### src/rtl/commit_retire_unit.sv
// Commit/retire stage: consumes the ROB commit bus, drives register-file writes, an in-order store FIFO,
// predictor/BTB updates and mispredict recovery. Optional statistics counters under COMMIT_STATS_EN.
package commit_retire_pkg;
    typedef struct packed {
        logic        validCommit;
        logic [31:0] result;
        logic [31:0] destCommit;
        logic [3:0]  commitInfo;     // {regWrite, memWrite, jump, branch}
        logic [7:0]  controlFlow;    // {isControl, state[1:0], writeBTB, takenBranch, mispredict, misdirect, reset}
        logic [31:0] targetAddress;
        logic [31:0] oldPC;
        logic [31:0] statusSnap;
        logic [7:0]  previousIndex;
    } commit_bus_t;
endpackage

module commit_retire_unit #(
    parameter int WIDTH     = 31,
    parameter int CONTROL   = 7,
    parameter int INDEX     = 7,
    parameter int SQ_DEPTH  = 4,
    parameter int FLUSH_CYC = 2
) (
    input  logic                          clk,
    input  logic                          resetN,
    input  commit_retire_pkg::commit_bus_t commitBus,
    output logic                          rfWrite,
    output logic [4:0]                    rfDest,
    output logic [WIDTH:0]                rfData,
    output logic                          memReq,
    output logic [WIDTH:0]                memAddr,
    output logic [WIDTH:0]                memData,
    input  logic                          memAck,
    output logic                          redirect,
    output logic [WIDTH:0]                redirectPC,
    output logic                          flush,
    output logic                          statusRestore,
    output logic [WIDTH:0]                statusSnapOut,
    output logic                          phtUpdate,
    output logic [INDEX:0]                phtIndex,
    output logic [1:0]                    phtState,
    output logic                          btbWrite,
    output logic [WIDTH:0]                btbPC,
    output logic [WIDTH:0]                btbTarget,
    output logic                          freeze
`ifdef COMMIT_STATS_EN
    ,
    output logic [31:0]                   retiredCount,
    output logic [31:0]                   flushCount,
    output logic [31:0]                   stallCycles
`endif
);
    localparam int PW = $clog2(SQ_DEPTH);
    localparam int CW = PW + 1;
    localparam int FW = $clog2(FLUSH_CYC + 1);

    typedef enum logic {ST_IDLE, ST_FLUSH} state_t;

    state_t state_q, state_d;
    logic [FW-1:0] flush_cnt_q, flush_cnt_d;
    logic [PW-1:0] wr_ptr_q, wr_ptr_d, rd_ptr_q, rd_ptr_d;
    logic [CW-1:0] count_q, count_d;
    logic [WIDTH:0] sq_addr_q [SQ_DEPTH];
    logic [WIDTH:0] sq_data_q [SQ_DEPTH];

    logic rf_write_q, rf_write_d, redirect_q, redirect_d, restore_q, restore_d;
    logic pht_update_q, pht_update_d, btb_write_q, btb_write_d;
    logic [4:0] rf_dest_q, rf_dest_d;
    logic [INDEX:0] pht_index_q, pht_index_d;
    logic [1:0] pht_state_q, pht_state_d;
    logic [WIDTH:0] rf_data_q, rf_data_d, redirect_pc_q, redirect_pc_d, snap_q, snap_d;
    logic [WIDTH:0] btb_pc_q, btb_pc_d, btb_target_q, btb_target_d;

    logic accept, is_control, detect, reg_write, mem_write, branch;
    logic push, pop, full, empty, drop;
    logic unused_ok;

    assign unused_ok  = ^{commitBus.controlFlow[0], commitBus.commitInfo[1]};
    assign reg_write  = commitBus.commitInfo[3];
    assign mem_write  = commitBus.commitInfo[2];
    assign branch     = commitBus.commitInfo[0];
    assign is_control = commitBus.controlFlow[CONTROL];
    // Wrong-path commits arriving while the pipeline is being flushed are discarded.
    assign accept     = commitBus.validCommit & (state_q == ST_IDLE);
    assign detect     = accept & is_control & (commitBus.controlFlow[CONTROL-5] | commitBus.controlFlow[CONTROL-6]);

    assign empty = (count_q == '0);
    assign full  = (count_q == CW'(SQ_DEPTH));
    assign pop   = memAck & ~empty;
    assign push  = accept & mem_write & (~full | pop);
    assign drop  = accept & mem_write & full & ~pop;

    always_comb begin
        rf_write_d    = accept & reg_write & (commitBus.destCommit[4:0] != 5'd0);
        rf_dest_d     = rf_dest_q;
        rf_data_d     = rf_data_q;
        pht_update_d  = accept & is_control & branch;
        btb_write_d   = accept & is_control & commitBus.controlFlow[CONTROL-3];
        pht_index_d   = pht_index_q;
        pht_state_d   = pht_state_q;
        btb_pc_d      = btb_pc_q;
        btb_target_d  = btb_target_q;
        redirect_d    = detect;
        restore_d     = detect;
        redirect_pc_d = redirect_pc_q;
        snap_d        = snap_q;
        if (accept) begin
            rf_dest_d = commitBus.destCommit[4:0];
            rf_data_d = commitBus.result;
        end
        if (accept & is_control) begin
            pht_index_d  = commitBus.previousIndex[INDEX:0];
            pht_state_d  = commitBus.controlFlow[CONTROL-1:CONTROL-2];
            btb_pc_d     = commitBus.oldPC;
            btb_target_d = commitBus.targetAddress;
        end
        if (detect) begin
            redirect_pc_d = commitBus.controlFlow[CONTROL-4] ? commitBus.targetAddress
                                                             : commitBus.oldPC + (WIDTH+1)'(4);
            snap_d        = commitBus.statusSnap;
        end
    end

    always_comb begin
        state_d     = state_q;
        flush_cnt_d = flush_cnt_q;
        case (state_q)
            ST_IDLE: begin
                if (detect) begin
                    state_d     = ST_FLUSH;
                    flush_cnt_d = FW'(FLUSH_CYC - 1);
                end
            end
            ST_FLUSH: begin
                if (flush_cnt_q == '0) state_d = ST_IDLE;
                else flush_cnt_d = flush_cnt_q - FW'(1);
            end
            default: state_d = ST_IDLE;
        endcase
    end

    always_comb begin
        wr_ptr_d = push ? wr_ptr_q + PW'(1) : wr_ptr_q;
        rd_ptr_d = pop ? rd_ptr_q + PW'(1) : rd_ptr_q;
        count_d  = count_q;
        case ({push, pop})
            2'b10:   count_d = count_q + CW'(1);
            2'b01:   count_d = count_q - CW'(1);
            default: count_d = count_q;
        endcase
    end

    always_ff @(posedge clk or negedge resetN) begin
        if (!resetN) begin
            state_q <= ST_IDLE;       flush_cnt_q <= '0;
            wr_ptr_q <= '0;           rd_ptr_q <= '0;         count_q <= '0;
            rf_write_q <= 1'b0;       rf_dest_q <= '0;        rf_data_q <= '0;
            redirect_q <= 1'b0;       restore_q <= 1'b0;      redirect_pc_q <= '0;  snap_q <= '0;
            pht_update_q <= 1'b0;     pht_index_q <= '0;      pht_state_q <= '0;
            btb_write_q <= 1'b0;      btb_pc_q <= '0;         btb_target_q <= '0;
        end else begin
            state_q <= state_d;       flush_cnt_q <= flush_cnt_d;
            wr_ptr_q <= wr_ptr_d;     rd_ptr_q <= rd_ptr_d;   count_q <= count_d;
            rf_write_q <= rf_write_d; rf_dest_q <= rf_dest_d; rf_data_q <= rf_data_d;
            redirect_q <= redirect_d; restore_q <= restore_d; redirect_pc_q <= redirect_pc_d; snap_q <= snap_d;
            pht_update_q <= pht_update_d; pht_index_q <= pht_index_d; pht_state_q <= pht_state_d;
            btb_write_q <= btb_write_d;   btb_pc_q <= btb_pc_d;   btb_target_q <= btb_target_d;
        end
    end

    // Store payload needs no reset: occupancy is tracked by the pointers and count.
    always_ff @(posedge clk) begin
        if (push) begin
            sq_addr_q[wr_ptr_q] <= commitBus.destCommit;
            sq_data_q[wr_ptr_q] <= commitBus.result;
        end
    end

    assign rfWrite       = rf_write_q;
    assign rfDest        = rf_dest_q;
    assign rfData        = rf_data_q;
    assign memReq        = ~empty;
    assign memAddr       = empty ? '0 : sq_addr_q[rd_ptr_q];
    assign memData       = empty ? '0 : sq_data_q[rd_ptr_q];
    assign redirect      = redirect_q;
    assign redirectPC    = redirect_pc_q;
    assign flush         = (state_q == ST_FLUSH);
    assign statusRestore = restore_q;
    assign statusSnapOut = snap_q;
    assign phtUpdate     = pht_update_q;
    assign phtIndex      = pht_index_q;
    assign phtState      = pht_state_q;
    assign btbWrite      = btb_write_q;
    assign btbPC         = btb_pc_q;
    assign btbTarget     = btb_target_q;
    // One free slot is kept so the commit already in flight when freeze rises can still enqueue.
    assign freeze        = (state_q == ST_FLUSH) | (count_q >= CW'(SQ_DEPTH - 1));

`ifdef COMMIT_STATS_EN
    logic [31:0] retired_q, retired_d, flushes_q, flushes_d, stalls_q, stalls_d;

    always_comb begin
        retired_d = retired_q + {31'd0, accept};
        flushes_d = flushes_q + {31'd0, detect};
        stalls_d  = stalls_q + {31'd0, freeze};
    end

    always_ff @(posedge clk or negedge resetN) begin
        if (!resetN) begin
            retired_q <= '0; flushes_q <= '0; stalls_q <= '0;
        end else begin
            retired_q <= retired_d; flushes_q <= flushes_d; stalls_q <= stalls_d;
        end
    end

    assign retiredCount = retired_q;
    assign flushCount   = flushes_q;
    assign stallCycles  = stalls_q;
`endif

`ifndef SYNTHESIS
    store_not_dropped: assert property (@(posedge clk) disable iff (!resetN) !drop);
`endif
endmodule

### config.mk
export PLATFORM = sky130hd
export DESIGN_NAME = commit_retire_unit
export DESIGN_NICKNAME = d
export VERILOG_FILES = /design/src/rtl/commit_retire_unit.sv
export SDC_FILE = /design/constraint.sdc
export NUM_CORES = 1
export LEC_CHECK = 0
export ABC_CLOCK_PERIOD_IN_PS = 6700
export CORE_AREA = 2 2 200 202
export DETAILED_ROUTE_END_ITERATION = 8
export DIE_AREA = 0 0 202 204
export PLACE_DENSITY_LB_ADDON = 0.05
export SYNTH_ARGS = -nofsm -noshare
export SYNTH_HDL_FRONTEND = slang
export SYNTH_SLANG_ARGS = --single-unit
### constraint.sdc
create_clock -name clk -period 6.7 [get_ports clk]
set_input_delay 1.005 -clock clk [delete_from_list [all_inputs] [get_ports clk]]
set_output_delay 1.005 -clock clk [all_outputs]
set_load 0.01 [all_outputs]
==> results.py, run 1 <==
metrics = {
    "detailed_routing": {
        "firstDrtPassIters": 5,
        "ant_nets": 0,
        "routed_wl_mm": 48.0,
        "vias": 11753,
        "drt_iter0_drc": 623,
        "post_drt_wl_per_cell_microns": 20.8,
        "vias_per_cell": 5.09,
        "drc": 0,
    },
    "global_route": {
        "grt.met3_usage_pct": 8.74,
        "grt_max_degree": 124,
        "grt_overflow": 0,
        "met1_usage_pct": 29.9,
        "grt_pass1_vias": 12266,
        "top_usage_layer": "met2",
        "grt_first_pass_wirelength_mm": 73.9,
        "grt_util_met2_pct": 38.9,
        "antenna_found_initial": 4,
        "grt.total_usage_pct": 23.6,
    },
    "floorplanning": {
        "initial_core_util_pct": 45.5,
        "die_h_microns": 204,
        "die_area_sq_um": 41200,
        "fp.dieW_microns": 202,
        "coreArea_sq_um": 39200,
        "io-pin-count": 431,
        "num_rows": 73,
    },
    "clock_tree": {
        "clk_pin_slew_ns": 0.06,
        "tritoncts": "yes",
        "cts-root-buf": "clkbuf_16",
        "cts_buffer_depth": 3,
        "cts_hold_buf": 0,
        "insertion_delay_ns": 0.57,
        "h-tree-depth": 2,
        "cts-buffers-inserted": 47,
        "cts_sinks": 445,
        "cts_resized": 0,
        "post_cts_buffers": 0,
    },
    "finish": {
        "instances_no_fill": 2311,
        "drive_above_1_share_pct": 9.01,
        "final_common_cell": "nand2_1",
        "syn_to_final_growth_pct": 35.2,
        "antenna_cells": 0,
        "nets": 1940,
        "final_cell_mix": "461 x nand2_1, 427 x clkdlybuf4s50_1, 256 x edfxtp_1, 187 x dfrtp_1, 68 x and2_1",
    },
    "pwr": {
        "swShare_pct": 30.7,
        "pwr-share-comb_pct": 36.2,
        "p_int_w": 0.00716,
        "p_clk_share_pct": 24.9,
        "cellLeakagePower_nw": 9.47,
        "p_per_area_nw_per_um2": 429,
        "p_switching_w": 0.00317,
        "ir_worst_vdd_uv": 240,
        "share_seq_of_total_power_pct": 38.9,
    },
    "synth": {
        "synth-edff-count": 256,
        "mappedNetlistNets": 1529,
        "synth_top_family_by_area": "simple AND/OR/NAND/NOR gates",
        "synthSimpleGateAreaFrac_pct": 15.2,
        "yosys.area_share.xor_xnor_pct": 1.28,
        "yosys.area_share.adder_pct": 0.534,
        "yosysSeqAreaShare_pct": 69.7,
        "synth_ff_type": "edfxtp_1",
        "avgSynthCellArea_sq_um": 13.3,
        "yosys_warnings": 0,
        "synthMuxAreaShare_pct": 8.56,
        "netlist_instances": 1338,
        "ys_top_cells_by_area": "edfxtp_1 43%, dfrtp_1 27%, nand2_1 9.7%, mux4_2 8.1%, and2_1 2.6%",
        "synthArstFlopShare_pct": 42.5,
        "synth_compound_area_share_pct": 2.75,
        "ys_types": 52,
        "postSynthRegisterBits": 445,
        "synth_area_sq_um": 17800,
        "synth_top_cell_area_share_pct": 43.2,
        "synth_area_leader_cell": "edfxtp_1",
    },
    "timing": {
        "setup_viol_count_final": 0,
        "drv_slew": 0,
        "hold_viol_final": 0,
        "min_period_over_period_pct": 66.2,
        "rsz0062_at_grt": "no",
        "slew_headroom_pct": 23.6,
        "clock.fmax_mhz": 225,
        "fin_crit_ns": 4.44,
        "fin_skew_ns": 0.0164,
        "tightest_slew_ns": 1.15,
        "setup_tns_ns": 0,
    },
    "worst_setup_path": {
        "crit_arrival_ns": 3.43,
        "rrSetupSlack_ns": 3.94,
        "crit_required_ns": 5.69,
        "cp_slowest_cell": "dfrtp_4",
        "critPathLaunchType": "flop",
        "crit_path_cell_trace": "buf_4 -> mux4_2 -> and2_1 -> clkdlybuf4s50_1",
        "worstSetupPathType": "flop to output port",
        "critPathCaptureType": "output port",
        "cpPeakStageDelay_ns": 1.11,
        "path_max_fanout": 49,
    },
    "min_path": {
        "hp-class": "input port to asynchronous set/reset pin",
    },
    "status": {
        "outcome": "finished clean",
    },
    "placement": {
        "dpl.cell_count": 2225,
        "place_hpwl_mm": 31.0,
        "gp_congestion": 0.802,
        "port_buffers": 428,
    },
    "run": {
        "drv_cap": 0,
    },
}
-- power by group through the flow --
stage / logic, W / clock network (W) / registers [W]
after floorplan: 0.00157 / 0 / 0.00409
after global placement: 0.00378 / 0 / 0.00404
after detailed placement: 0.00379 / 0 / 0.00406
after CTS: 0.00381 / 0.00263 / 0.00403
after global routing: 0.00404 / 0.00273 / 0.00411
final: 0.00374 / 0.00257 / 0.00401
-- cell families (layout without fill, tap and decap cells) --
| logic type | Yosys count | count (layout) |
|---|---|---|
| simple gates | 622 | 622 |
| buf+inv | 86 | 534 |
| flops | 445 | 445 |
| mux | 72 | 72 |
| compound gates | 80 | 80 |
| fa+ha+maj | 7 | 7 |
| xor+xnor | 26 | 26 |
-- state kept, by name (all words and copies together) (netlist names) --
| register | flops |
|---|---|
| rfData | 32 |
| phtIndex | 8 |
| rd_ptr_q | 2 |
| phtUpdate | 1 |
| rfWrite | 1 |
| statusRestore | 1 |
| flush | 1 |
| btbWrite | 1 |
| rfDest | 5 |
| sq_addr_q | 128 |
| btbPC | 32 |
| flush_cnt_q | 2 |
| sq_data_q | 128 |
| btbTarget | 32 |
| wr_ptr_q | 2 |
| count_q | 3 |
| statusSnapOut | 32 |
| phtState | 2 |
| redirectPC | 32 |
-- worst max-delay path: cells and delay by family (launching register included) --
kind | cells | cell delay (ns)
AND/OR/NAND/NOR | 1 | 0.16
buffers and inverters | 2 | 1.03
multiplexers | 1 | 0.54
flip-flops | 1 | 1.11
-- routing by layer --
metal / part of all wire [%] / wire (microns) / vias up
li1: - / - / 5468
met1: 41 / 19400 / 5852
met2: 49 / 23400 / 364
met3: 8.9 / 4270 / 61
met4: 1.8 / 862 / 8
met5: 0.12 / 57 / -
-- worst paths after layout --
path | startpoint | to | depth (start not counted)
worst min-delay path | resetN | btbPC[5]$_DFFE_PN0P_ | 1
min in group clk | statusSnapOut[6]$_DFFE_PN0P_ | statusSnapOut[6]$_DFFE_PN0P_ | 2
max in group asynchronous | resetN | btbPC[9]$_DFFE_PN0P_ | 2
worst max-delay path | rd_ptr_q[0]$_DFFE_PN0P_ | memData[26] | 4
worst max register to register | flush$_DFF_PN0_ | sq_data_q[3][10]$_DFFE_PP_ | 3
worst min register to register | statusSnapOut[6]$_DFFE_PN0P_ | statusSnapOut[6]$_DFFE_PN0P_ | 2
-- metrics by stage --
stage,worst slack (ns),utilization (%),hold WS [ns],cell area [sq um],power (W)
final,2.26,61.4,0.405,24100,0.0103
after global routing,1.99,61.4,0.451,24100,0.0109
after CTS,2.11,61.4,0.436,24100,0.0105
after detailed placement,2.74,57.6,0.461,22600,0.00785
after global placement,2.74,57.6,0.457,22600,0.00781
after floorplan,3.13,-,0.469,17800,0.00566
-- synthesized netlist by cell type, drive strengths merged (8+ instances only) --
cell type  count
nand2        462
edfxtp       256
dfrtp        189
and2          75
mux4          64
clkbuf        45
o21ai         33
buf           31
nor2          23
xor2          18
a21oi         17
nand3         17
inv           10
nand4         10
and3           9
o22ai          9
xnor2          8
-- layout make-up --
| class | count | area [sq um] |
|---|---|---|
| Timing Repair Buffer | 438 | 4380 |
| Inverter | 10 | 37.5 |
| Tap cell | 525 | 657 |
| Clock buffer | 73 | 1380 |
| Sequential cell | 445 | 12400 |
| Clock inverter | 13 | 146 |
| Multi-Input combinational cell | 807 | 5060 |
| Fill cell | 3112 | 15100 |
Power figures use the tool's default switching activity.
==> run 2, diff against run 1 <==
Settings changed: ABC_CLOCK_PERIOD_IN_PS 6700 to 3800, CORE_AREA 2 2 200 202 to 2 2 202 204, DIE_AREA 0 0 202 204 to 0 0 204 206.
Clock period 6.7 ns to 3.8 ns, I/O delays scaled along.
==> run 2 against run 1 <==
  * Critical path type unchanged
  * Clock skew about the same
  * Die area grew 2.0%
  * Wire length up 0.94%
  * Design area rose by 0.69%
  * Largest cell class unchanged
  * Power up 75%
  * Highest routed layer unchanged
  * Cell count is 1.2% higher
  * Combinational power grew 85%
  * Sequential power grew 71%
==> results.py, run 2 (same netlist as run 1, synthesis figures left out) <==
metrics = {
    "status": {
        "outcome": "finished clean",
    },
    "finish": {
        "syn_to_final_growth_pct": 36.1,
        "post-route-util_pct": 60.3,
        "design_area_sq_um": 24200,
        "nets": 1959,
        "fillers": 3236,
        "reg_top3": "sq_addr_q: 128 flops, sq_data_q: 128 flops",
        "final_cell_mix": "461 x nand2_1, 427 x clkdlybuf4s50_1, 256 x edfxtp_1, 187 x dfrtp_1, 68 x and2_1",
        "drive_above_1_share_pct": 9.65,
        "final_common_cell": "nand2_1",
    },
    "placement": {
        "port_buffers": 428,
        "place_hpwl_mm": 32.4,
        "gp_congestion": 0.818,
        "place_area_sq_um": 22800,
    },
    "detailed_routing": {
        "firstDrtPassIters": 4,
        "vias": 11807,
        "drc": 0,
        "drt_iter0_drc": 606,
        "vias_per_cell": 5.05,
        "ant_nets": 0,
        "post_drt_wl_per_cell_microns": 20.7,
        "routed_wl_mm": 48.5,
    },
    "min_path": {
        "hp-class": "flop to flop",
    },
    "timing": {
        "min_period_over_period_pct": 88.9,
        "setup_viol_count_final": 0,
        "fin_skew_ns": 0.0167,
        "setup_tns_ns": 0,
        "fin_crit_ns": 3.38,
        "slew_headroom_pct": 38.3,
        "tightest_slew_ns": 0.926,
        "drv_slew": 0,
        "clock.fmax_mhz": 296,
        "hold_viol_final": 0,
        "rsz0062_at_grt": "no",
    },
    "pwr": {
        "finalPower_w": 0.0181,
        "ir_worst_vdd_uv": 383,
        "cellLeakagePower_nw": 9.56,
        "p_per_area_nw_per_um2": 745,
    },
    "clock_tree": {
        "cts-buffers-inserted": 46,
        "insertion_delay_ns": 0.57,
        "clk_pin_slew_ns": 0.06,
        "h-tree-depth": 2,
        "cts_buffer_depth": 3,
        "tritoncts": "yes",
        "cts_sinks": 445,
        "cts-root-buf": "clkbuf_16",
    },
    "global_route": {
        "grt_overflow": 0,
        "antenna_found_initial": 7,
        "grt_pass1_vias": 12041,
        "grt_max_degree": 77,
        "grt_first_pass_wirelength_mm": 72.6,
        "grt.total_usage_pct": 23.0,
    },
    "worst_setup_path": {
        "critPathLaunchType": "flop",
        "crit_arrival_ns": 2.81,
        "critPathCaptureType": "output port",
        "path_max_fanout": 46,
        "crit_required_ns": 3.23,
        "worstSetupPathType": "flop to output port",
    },
    "floorplanning": {
        "io-pin-count": 431,
        "initial_core_util_pct": 44.3,
        "die_area_sq_um": 42000,
        "coreArea_sq_um": 40200,
        "fp.dieW_microns": 204,
        "num_rows": 74,
        "die_h_microns": 206,
    },
    "run": {
        "drv_cap": 0,
    },
}
run 2: changes by cell type in the layout (fill, tap and decap cells not counted), sizes merged:
| cell | previous run | this run |
|---|---|---|
| clkinvlp | 2 | 0 |
| dlygate4sd3 | 0 | 1 |
| clkbuf | 74 | 71 |
| bufinv | 3 | 1 |
| buf | 10 | 29 |
| clkinv | 9 | 13 |
| diode | 0 | 4 |
run 2: cell type report:
cell class              instances  area [sq um]  share of cell area (%)
clock inverters                13          83.8                   0.346
flip-flops and latches        445         12400                    51.2
well taps                     532           666                    2.75
diodes                          4          10.0                  0.0413
clock buffers                  70          1350                    5.55
repair buffers                458          4620                    19.0
inverters                      10          37.5                   0.155
multi-input cells             807          5060                    20.9
run 2: per-stage QoR:
step                hold slack [ns]  instances  setup slack (ns)
floorplan                     0.274       1338             0.663
global placement              0.457       2251             0.819
detailed placement            0.461       2251             0.763
CTS                           0.476       2335             0.348
global route                  0.492       2336             0.255
finish                        0.470       2339             0.420
run 2: worst paths after layout:
path,from,cells past startpoint,slack (ns),to
setup / recovery,count_q[0]$_DFFE_PN0P_,4,0.42,memData[28]
hold / removal,statusSnapOut[30]$_DFFE_PN0P_,2,0.47,statusSnapOut[30]$_DFFE_PN0P_
setup reg to reg,flush$_DFF_PN0_,4,1.36,sq_addr_q[0][28]$_DFFE_PP_
hold reg to reg,statusSnapOut[30]$_DFFE_PN0P_,2,0.47,statusSnapOut[30]$_DFFE_PN0P_
max in group asynchronous,resetN,3,2.38,rfData[11]$_DFFE_PN0N_
min in group asynchronous,resetN,2,0.57,rfData[21]$_DFFE_PN0N_
run 2: worst max-delay path: stages (launching register included):
cell and delay, ns:
dfrtp_1 0.46, or3_2 0.77, buf_12 0.28, and2_1 0.16, clkdlybuf4s50_1 0.55
run 2: what timing repair did:
action | in CTS | in global routing
endpoints found under the hold margin | 3 | 0
resized for setup | 0 | 0
buffers inserted | 0 | 0
hold buffers | 1 | 0
run 2: where the power goes:
part / switching (W) / total, W / internal (W)
Combinational: 0.00315 / 0.00691 / 0.00376
Sequential: 0.000623 / 0.00687 / 0.00625
Clock: 0.00179 / 0.00429 / 0.00250
Total: 0.00556 / 0.0181 / 0.0125
run 2: metal layers:
layer  global-route usage, %  wire length, microns  up-vias
met5                       0                    38        -
met4                    6.52                  1050        6
met3                    7.92                  3920       65
met2                    37.6                 23900      346
met1                    29.2                 19600     5874
li1                        -                     -     5516
==> run 3, diff against run 2 <==
Settings changed: CAP_MARGIN set to 25.
==> results of run 3 <==
Same layout as run 2: the final DEF is identical, and so are final timing and power.
